--- src/rtl/moving_avg_mc_if.sv ---
// Sample/result bundle for moving_avg_mc: the driver holds the master side, the filter the slave.
// Sizes follow the filter's CHANNELS / DATA_W / LOG2_WIN parameters.
interface moving_avg_mc_if #(
   parameter int unsigned CHANNELS = 3,
   parameter int unsigned DATA_W   = 2,
   parameter int unsigned LOG2_WIN = 2
);
   localparam int unsigned AW = DATA_W + LOG2_WIN;

   logic                       clr;
   logic                       in_valid;
   logic [CHANNELS*DATA_W-1:0] in_data;
   logic                       mode;
   logic                       out_en;
   logic                       out_valid;
   logic [CHANNELS*AW-1:0]     out_data;
   logic [LOG2_WIN:0]          fill;
   logic                       full;

   modport master (
      output clr, in_valid, in_data, mode, out_en,
      input  out_valid, out_data, fill, full
   );

   modport slave (
      input  clr, in_valid, in_data, mode, out_en,
      output out_valid, out_data, fill, full
   );
endinterface

--- src/rtl/moving_avg_mc.sv ---
// Multi-channel moving sum / average over a 2**LOG2_WIN sample window, one-cycle latency.
// Accumulators are DATA_W+LOG2_WIN bits wide, enough for a full window of maximum samples.
module moving_avg_mc #(
   parameter int unsigned CHANNELS = 3,
   parameter int unsigned DATA_W   = 2,
   parameter int unsigned LOG2_WIN = 2
) (
   input logic            clk,
   input logic            rst_n,
   moving_avg_mc_if.slave bus
);
   localparam int unsigned WIN = 2 ** LOG2_WIN;
   localparam int unsigned AW  = DATA_W + LOG2_WIN;
   localparam int unsigned FW  = LOG2_WIN + 1;

   logic [DATA_W-1:0]      win_q [CHANNELS][WIN];
   logic [DATA_W-1:0]      win_d [CHANNELS][WIN];
   logic [AW-1:0]          acc_q [CHANNELS];
   logic [AW-1:0]          acc_d [CHANNELS];
   logic [CHANNELS*AW-1:0] res_q, res_d;
   logic [FW-1:0]          fill_q, fill_d;
   logic                   full_q, full_d;
   logic                   vld_q, vld_d;
   logic [DATA_W-1:0]      sample;

   always_comb begin
      win_d  = win_q;
      acc_d  = acc_q;
      res_d  = res_q;
      fill_d = fill_q;
      full_d = full_q;
      vld_d  = 1'b0;
      sample = '0;
      if (bus.clr) begin
         // Clear wins over a simultaneous sample, which is dropped.
         for (int c = 0; c < int'(CHANNELS); c++) begin
            for (int i = 0; i < int'(WIN); i++) begin
               win_d[c][i] = '0;
            end
            acc_d[c] = '0;
         end
         res_d  = '0;
         fill_d = '0;
         full_d = 1'b0;
      end else if (bus.in_valid) begin
         vld_d = 1'b1;
         for (int c = 0; c < int'(CHANNELS); c++) begin
            sample   = bus.in_data[c*DATA_W +: DATA_W];
            acc_d[c] = acc_q[c] + AW'(sample) - AW'(win_q[c][WIN-1]);
            for (int i = 1; i < int'(WIN); i++) begin
               win_d[c][i] = win_q[c][i-1];
            end
            win_d[c][0] = sample;
            res_d[c*AW +: AW] = bus.mode ? (acc_d[c] >> LOG2_WIN) : acc_d[c];
         end
         if (fill_q != FW'(WIN)) begin
            fill_d = fill_q + FW'(1);
         end
         full_d = (fill_d == FW'(WIN));
      end
   end

   always_ff @(posedge clk or negedge rst_n) begin
      if (!rst_n) begin
         for (int c = 0; c < int'(CHANNELS); c++) begin
            for (int i = 0; i < int'(WIN); i++) begin
               win_q[c][i] <= '0;
            end
            acc_q[c] <= '0;
         end
         res_q  <= '0;
         fill_q <= '0;
         full_q <= 1'b0;
         vld_q  <= 1'b0;
      end else begin
         win_q  <= win_d;
         acc_q  <= acc_d;
         res_q  <= res_d;
         fill_q <= fill_d;
         full_q <= full_d;
         vld_q  <= vld_d;
      end
   end

   assign bus.out_data  = bus.out_en ? res_q : '0;
   assign bus.out_valid = vld_q;
   assign bus.fill      = fill_q;
   assign bus.full      = full_q;
endmodule

--- src/flat_wrapper.sv ---
// flat-port wrapper written by rule: the top's interface ports become plain ports
module moving_avg_mc_flat 
#(
   parameter int unsigned CHANNELS = 3,
   parameter int unsigned DATA_W   = 2,
   parameter int unsigned LOG2_WIN = 2
)
  (clk, rst_n, bus_clr, bus_in_valid, bus_in_data, bus_mode, bus_out_en, bus_out_valid, bus_out_data, bus_fill, bus_full);
  moving_avg_mc_if #(.CHANNELS(CHANNELS), .DATA_W(DATA_W), .LOG2_WIN(LOG2_WIN)) bus_i ();
  input logic clk;
  input logic rst_n;
  input wire logic [$bits(bus_i.clr)-1:0] bus_clr;
  input wire logic [$bits(bus_i.in_valid)-1:0] bus_in_valid;
  input wire logic [$bits(bus_i.in_data)-1:0] bus_in_data;
  input wire logic [$bits(bus_i.mode)-1:0] bus_mode;
  input wire logic [$bits(bus_i.out_en)-1:0] bus_out_en;
  output wire logic [$bits(bus_i.out_valid)-1:0] bus_out_valid;
  output wire logic [$bits(bus_i.out_data)-1:0] bus_out_data;
  output wire logic [$bits(bus_i.fill)-1:0] bus_fill;
  output wire logic [$bits(bus_i.full)-1:0] bus_full;
  assign bus_i.clr = bus_clr;
  assign bus_i.in_valid = bus_in_valid;
  assign bus_i.in_data = bus_in_data;
  assign bus_i.mode = bus_mode;
  assign bus_i.out_en = bus_out_en;
  assign bus_out_valid = bus_i.out_valid;
  assign bus_out_data = bus_i.out_data;
  assign bus_fill = bus_i.fill;
  assign bus_full = bus_i.full;
  moving_avg_mc #(.CHANNELS(CHANNELS), .DATA_W(DATA_W), .LOG2_WIN(LOG2_WIN)) u_core (.clk(clk), .rst_n(rst_n), .bus(bus_i));
endmodule
--- config.mk ---
export PLATFORM = sky130hd
export DESIGN_NAME = moving_avg_mc_flat
export DESIGN_NICKNAME = d
export VERILOG_FILES = /design/src/rtl/moving_avg_mc_if.sv /design/src/rtl/moving_avg_mc.sv /design/src/flat_wrapper.sv
export SDC_FILE = /design/constraint.sdc
export NUM_CORES = 1
export LEC_CHECK = 0
export CELL_PAD_IN_SITES_DETAIL_PLACEMENT = 0
export CELL_PAD_IN_SITES_GLOBAL_PLACEMENT = 2
export CORE_UTILIZATION = 38
export CTS_BUF_LIST = sky130_fd_sc_hd__clkbuf_4 sky130_fd_sc_hd__clkbuf_8
export CTS_CLUSTER_SIZE = 16
export DETAILED_ROUTE_END_ITERATION = 7
export GPL_TIMING_DRIVEN = 1
export HOLD_SLACK_MARGIN = 0.12
export PLACE_DENSITY = 0.87
export SLEW_MARGIN = 20
export SYNTH_ARGS = -nofsm -noshare
export SYNTH_HDL_FRONTEND = slang
export SYNTH_SLANG_ARGS = --single-unit
--- constraint.sdc ---
create_clock -name clk -period 2.4 [get_ports clk]
set_clock_uncertainty 0.1 [all_clocks]
set_input_delay 0.72 -clock clk [delete_from_list [all_inputs] [get_ports clk]]
set_output_delay 0.72 -clock clk [all_outputs]
set_load 0.05 [all_outputs]
[Word-level counts from Yosys, hierarchy flattened]
Cells that the tools add are included.
Word-level totals
  register bits: 53
  bits of input ports: 12
  output and inout port bits: 17
  logic and storage cells: 48
Operators by class
  equality and inequality tests: 2
  reductions and logical operators: 1
  $add $sub $neg: 7
  muxes and demuxes: 19
Operator list (number)
  $mux W12: 5
  $mux W24: 2
  $mux W3: 5
  $add A4 B2 Y4: 3
  $mux W4: 3
  $sub A4 B2 Y4: 3
  $mux W1: 4
  $add A3 B1 Y3 const B: 1
  $eq A3 B3 Y1 const B: 1
  $ne A3 B3 Y1 const B: 1
  $reduce_bool A2 Y1: 1

[Depth between registers and ports, before layout]
  word-level depth: 7
  gate-level depth with buffers: 9

[Worst setup path before layout]
OpenSTA, ideal clock, no wires.
  path type: input to register
  from: input bus_in_data[1]
  to: register u_core.acc_q[11] in the netlist's numbering
  path buffers: 0
  data required time: 2175 ps
  stages on the path: 8
  path slack: -185 ps
  arrival time: 2360 ps
  path through: inv_1 fa_1 inv_1 ha_1 nand3_2 and3_1 o21ai_2 mux2_4
Between the ends
  word-level cells in the longest chain between the ends: 4
RTL lines
  start: declaration: line flat_wrapper.sv:14  | input wire logic [$bits(bus_i.in_data)-1:0] bus_in_data;
  $add A4 B2 Y4: line moving_avg_mc.sv:49  | acc_d[c] = acc_q[c] + AW'(sample) - AW'(win_q[c][WIN-1]);
  $sub A4 B2 Y4: line moving_avg_mc.sv:49
  $mux W12: line moving_avg_mc.sv:45  | end else if (bus.in_valid) begin
  $mux W12: line moving_avg_mc.sv:34  | if (bus.clr) begin
  end signal: indexed assignment: line moving_avg_mc.sv:69  | acc_q[c] <= '0;
  end signal: assignment: line moving_avg_mc.sv:77  | acc_q <= acc_d;
  end: declaration: line moving_avg_mc.sv:18  | logic [AW-1:0] acc_q [CHANNELS];
No other way between the ends. The select of a mux whose other input is x is not followed.
A chain may end at the register's enable or synchronous reset.

[Worst setup path after layout]
  from: register u_core.fill_q[1], in the netlist u_core.bus.fill[1]
  to: output bus_fill[1]
RTL lines
  start: declaration: line moving_avg_mc.sv:21  | logic [FW-1:0] fill_q, fill_d;
  start signal: assignment: line moving_avg_mc.sv:79  | fill_q <= fill_d;
  end: declaration: line flat_wrapper.sv:19  | output wire logic [$bits(bus_i.fill)-1:0] bus_fill;
No word-level cell between the ends.

==> metrics.yaml <==
clock_tree:
  h-tree-depth: 2
  cts_sinks: 53
  clockBufferDepth: 2
  path_clk_slew_ns: 0.10
  cts_tree: "done"
  clock_latency_ns: 0.30
  clock-root-buffer: "clkbuf_8"
  cts_buffers: 5
  cts-hold-fix-buffers: 0
layout:
  register_area_sq_um: 1330
  syn2layout_area_growth_pct: 29.5
  multi_input_area_sq_um: 1520
  diodes: 0
  num-fill-cells: 665
  nets: 371
  fin_area_sq_um: 3800
  fin_util_pct: 51.6
  drive_gt1_share_pct: 25.7
grt:
  grt_pass1_vias: 2102
  grt-ovfl-total: 0
  gr-usage-met3_pct: 2.96
  grt_use_total_pct: 15.2
  grt_busiest_layer: "met2"
  antenna_found_initial: 0
  grt_pass1_wl_um: 9960
  grtUsageMet1_pct: 20.3
  grt_max_degree: 54
  use_met2_pct: 25.4
routing:
  routed_wl_um: 5590
  vias: 2054
  final_antenna_net_count: 0
  drt-initial-drc-count: 97
  wire_per_inst_um: 12.8
  drc: 0
  first_pass_iters: 4
  post_drt_via_cell_ratio: 4.69
placement:
  port_buffers: 28
  place_congestion: 0.714
  placed_area_sq_um: 3640
  dp_hpwl_um: 3990
power:
  power_density_nw_per_um2: 619
  ir_worst_vdd_v: 0.000228
  p_leak_nw: 1.85
  power_w: 0.00235
die:
  num_rows: 31
  die_area_sq_um: 8090
  fp.dieH_um: 89.9
  die_w_um: 89.9
  design.core.area_sq_um: 7370
  initial_core_util_pct: 39.9
  ios: 29
logic_synthesis:
  netlist_top_cells_area: "dfrtp_1 45%, mux2i_1 12%, nor2_1 6.0%"
  synth_cells: 291
  yosysTopAreaCellShare_pct: 45.1
  avgSynthCellArea_sq_um: 10.1
  synth.yosys.warnings: 0
  ys_ff_latch: 53
  synth_area_sq_um: 2940
  synth_nets: 323
  seq_area_frac_synth_pct: 45.1
  synth_cell_types: 30
  yosysTopAreaCell: "dfrtp_1"
setup_path:
  cp-end-kind: "primary output"
  critPathArrivalTime_ns: 1.53
  crit_family: "buffers and inverters"
  cp_slowest_cell: "clkdlybuf4s50_1"
  critPathBufInv: 1
  required_ns: 1.58
  crit_fanout: 4
  reg2reg_depth: 8
  r2r_slack_ns: 0.16
  crit_chain: "clkdlybuf4s50_1"
  start_kind: "register"
  critPathKind: "register to primary output"
  r2r_start: "u_core.acc_q[5]"
  r2r-end: "u_core.acc_q[7]"
  cpPeakStageDelay_ns: 0.82
sta:
  grt_setup_unrepaired: "false"
  worstMarginPinSlew_ns: 0.503
  setup_tns_ns: 0
  fin_crit_sh_pct: 98.0
  hold_viol: 0
  max_freq_mhz: 425
  min_period_ns: 2.35
  setup_viol: 0
  slew_headroom_pct: 66.4
  finalMaxSlewViolations: 0
  fin_hold_ws_ns: 0.295
flow_run:
  maxCapViolCount: 0
outcome:
  status: "complete, no violations"
min_path:
  hold_class: "input pin to async pin"
## worst max-delay path by stage
stage	start	to	slack, ns	cells after the start
floorplan	bus_in_data[3]	u_core.acc_q[7]	-0.07	8
CTS	bus_in_data[3]	u_core.acc_q[7]	0.01	9
detailed placement	bus_in_data[3]	u_core.acc_q[7]	-0.76	9
global placement	bus_in_data[3]	u_core.acc_q[7]	-0.75	9
global route	u_core.bus.fill[1]	bus_fill[1]	0.003	1
finish	u_core.bus.fill[1]	bus_fill[1]	0.05	1
## flip-flops by register name, indices dropped and copies added (netlist names)
register / cells
u_core.win_q: 24
u_core.acc_q: 12
u_core.res_q: 12
u_core.bus.fill: 3
u_core.bus.full: 1
u_core.bus.out_valid: 1
## stage by stage
stage                     setup slack [ns]  cells
after detailed placement            -0.759    429
after CTS                           0.0120    438
after global placement              -0.754    429
after floorplan                    -0.0735    291
final                               0.0491    438
after global routing               0.00323    438
## logic make-up (layout without fill, tap and decap cells)
logic type               after synthesis  in the layout  share of synthesized area, %
AND/OR/NAND/NOR                       87             87                          14.7
flip-flops                            53             53                          45.1
buffers and inverters                 44             92                          6.34
AO/OA/AOI/OAI                         42             42                          8.34
multiplexers                          38             38                          13.3
adder cells (fa/ha/maj)               20             20                          10.0
XOR/XNOR                               7              7                          2.09
## synthesized netlist by cell type
cell type	number
o21ai_1	2
nor2_1	47
and2_1	13
nand3_2	2
dfrtp_1	53
nor2b_1	8
a21oi_2	4
xnor2_1	7
nand3_1	1
inv_1	29
fa_1	6
and4b_1	1
and3_1	6
mux2_1	1
buf_1	1
ha_1	14
clkbuf_1	6
o21ai_2	2
buf_6	1
mux2i_1	35
a211oi_1	5
nand2b_1	5
buf_2	5
mux2_4	2
a21oi_1	17
nor3_1	1
or3b_1	1
buf_4	2
nand2_1	2
o21ai_0	12
## layout make-up
type | count | share of cell area [%]
Clock inverter | 2 | 0.921
Clock buffer | 5 | 1.81
Sequential cell | 53 | 34.9
Multi-Input combinational cell | 194 | 39.9
Inverter | 29 | 3.26
Timing Repair Buffer | 56 | 16.0
Tap cell | 99 | 3.26
## metal layers
layer | up-vias | share of wire, % | wire length, um
met4 | 0 | 1.2 | 65
li1 | 1043 | - | -
met5 | - | 0 | 0
met1 | 982 | 48 | 2710
met3 | 6 | 2.6 | 144
met2 | 23 | 48 | 2680
## where the power goes
group / total [W] / internal, W / switching [W]
clock network: 0.000589 / 0.000304 / 0.000285
logic: 0.000762 / 0.000387 / 0.000375
registers: 0.00100 / 0.000958 / 0.0000448
## cells in the final DEF, fill, tap and decap left out, types with 4 or more instances in the layout
master / instances
a211oi_1: 5
a21oi_1: 17
a21oi_2: 4
and2_1: 5
and2_4: 8
and3_1: 4
buf_12: 14
buf_2: 5
buf_4: 27
clkbuf_8: 5
clkdlybuf4s50_1: 7
dfrtp_1: 53
ha_1: 12
inv_1: 24
mux2i_1: 35
nand2b_1: 5
nor2_1: 47
nor2b_1: 8
o21ai_0: 10
o21ai_1: 4
xnor2_1: 5
## timing repair
item,in CTS,in global routing
setup endpoints to repair,33,7
pin swaps,6,3
resized for setup,24,10
buffers inserted,2,0
gates cloned,0,0
No activity file was read; power rests on OpenSTA's default activity.
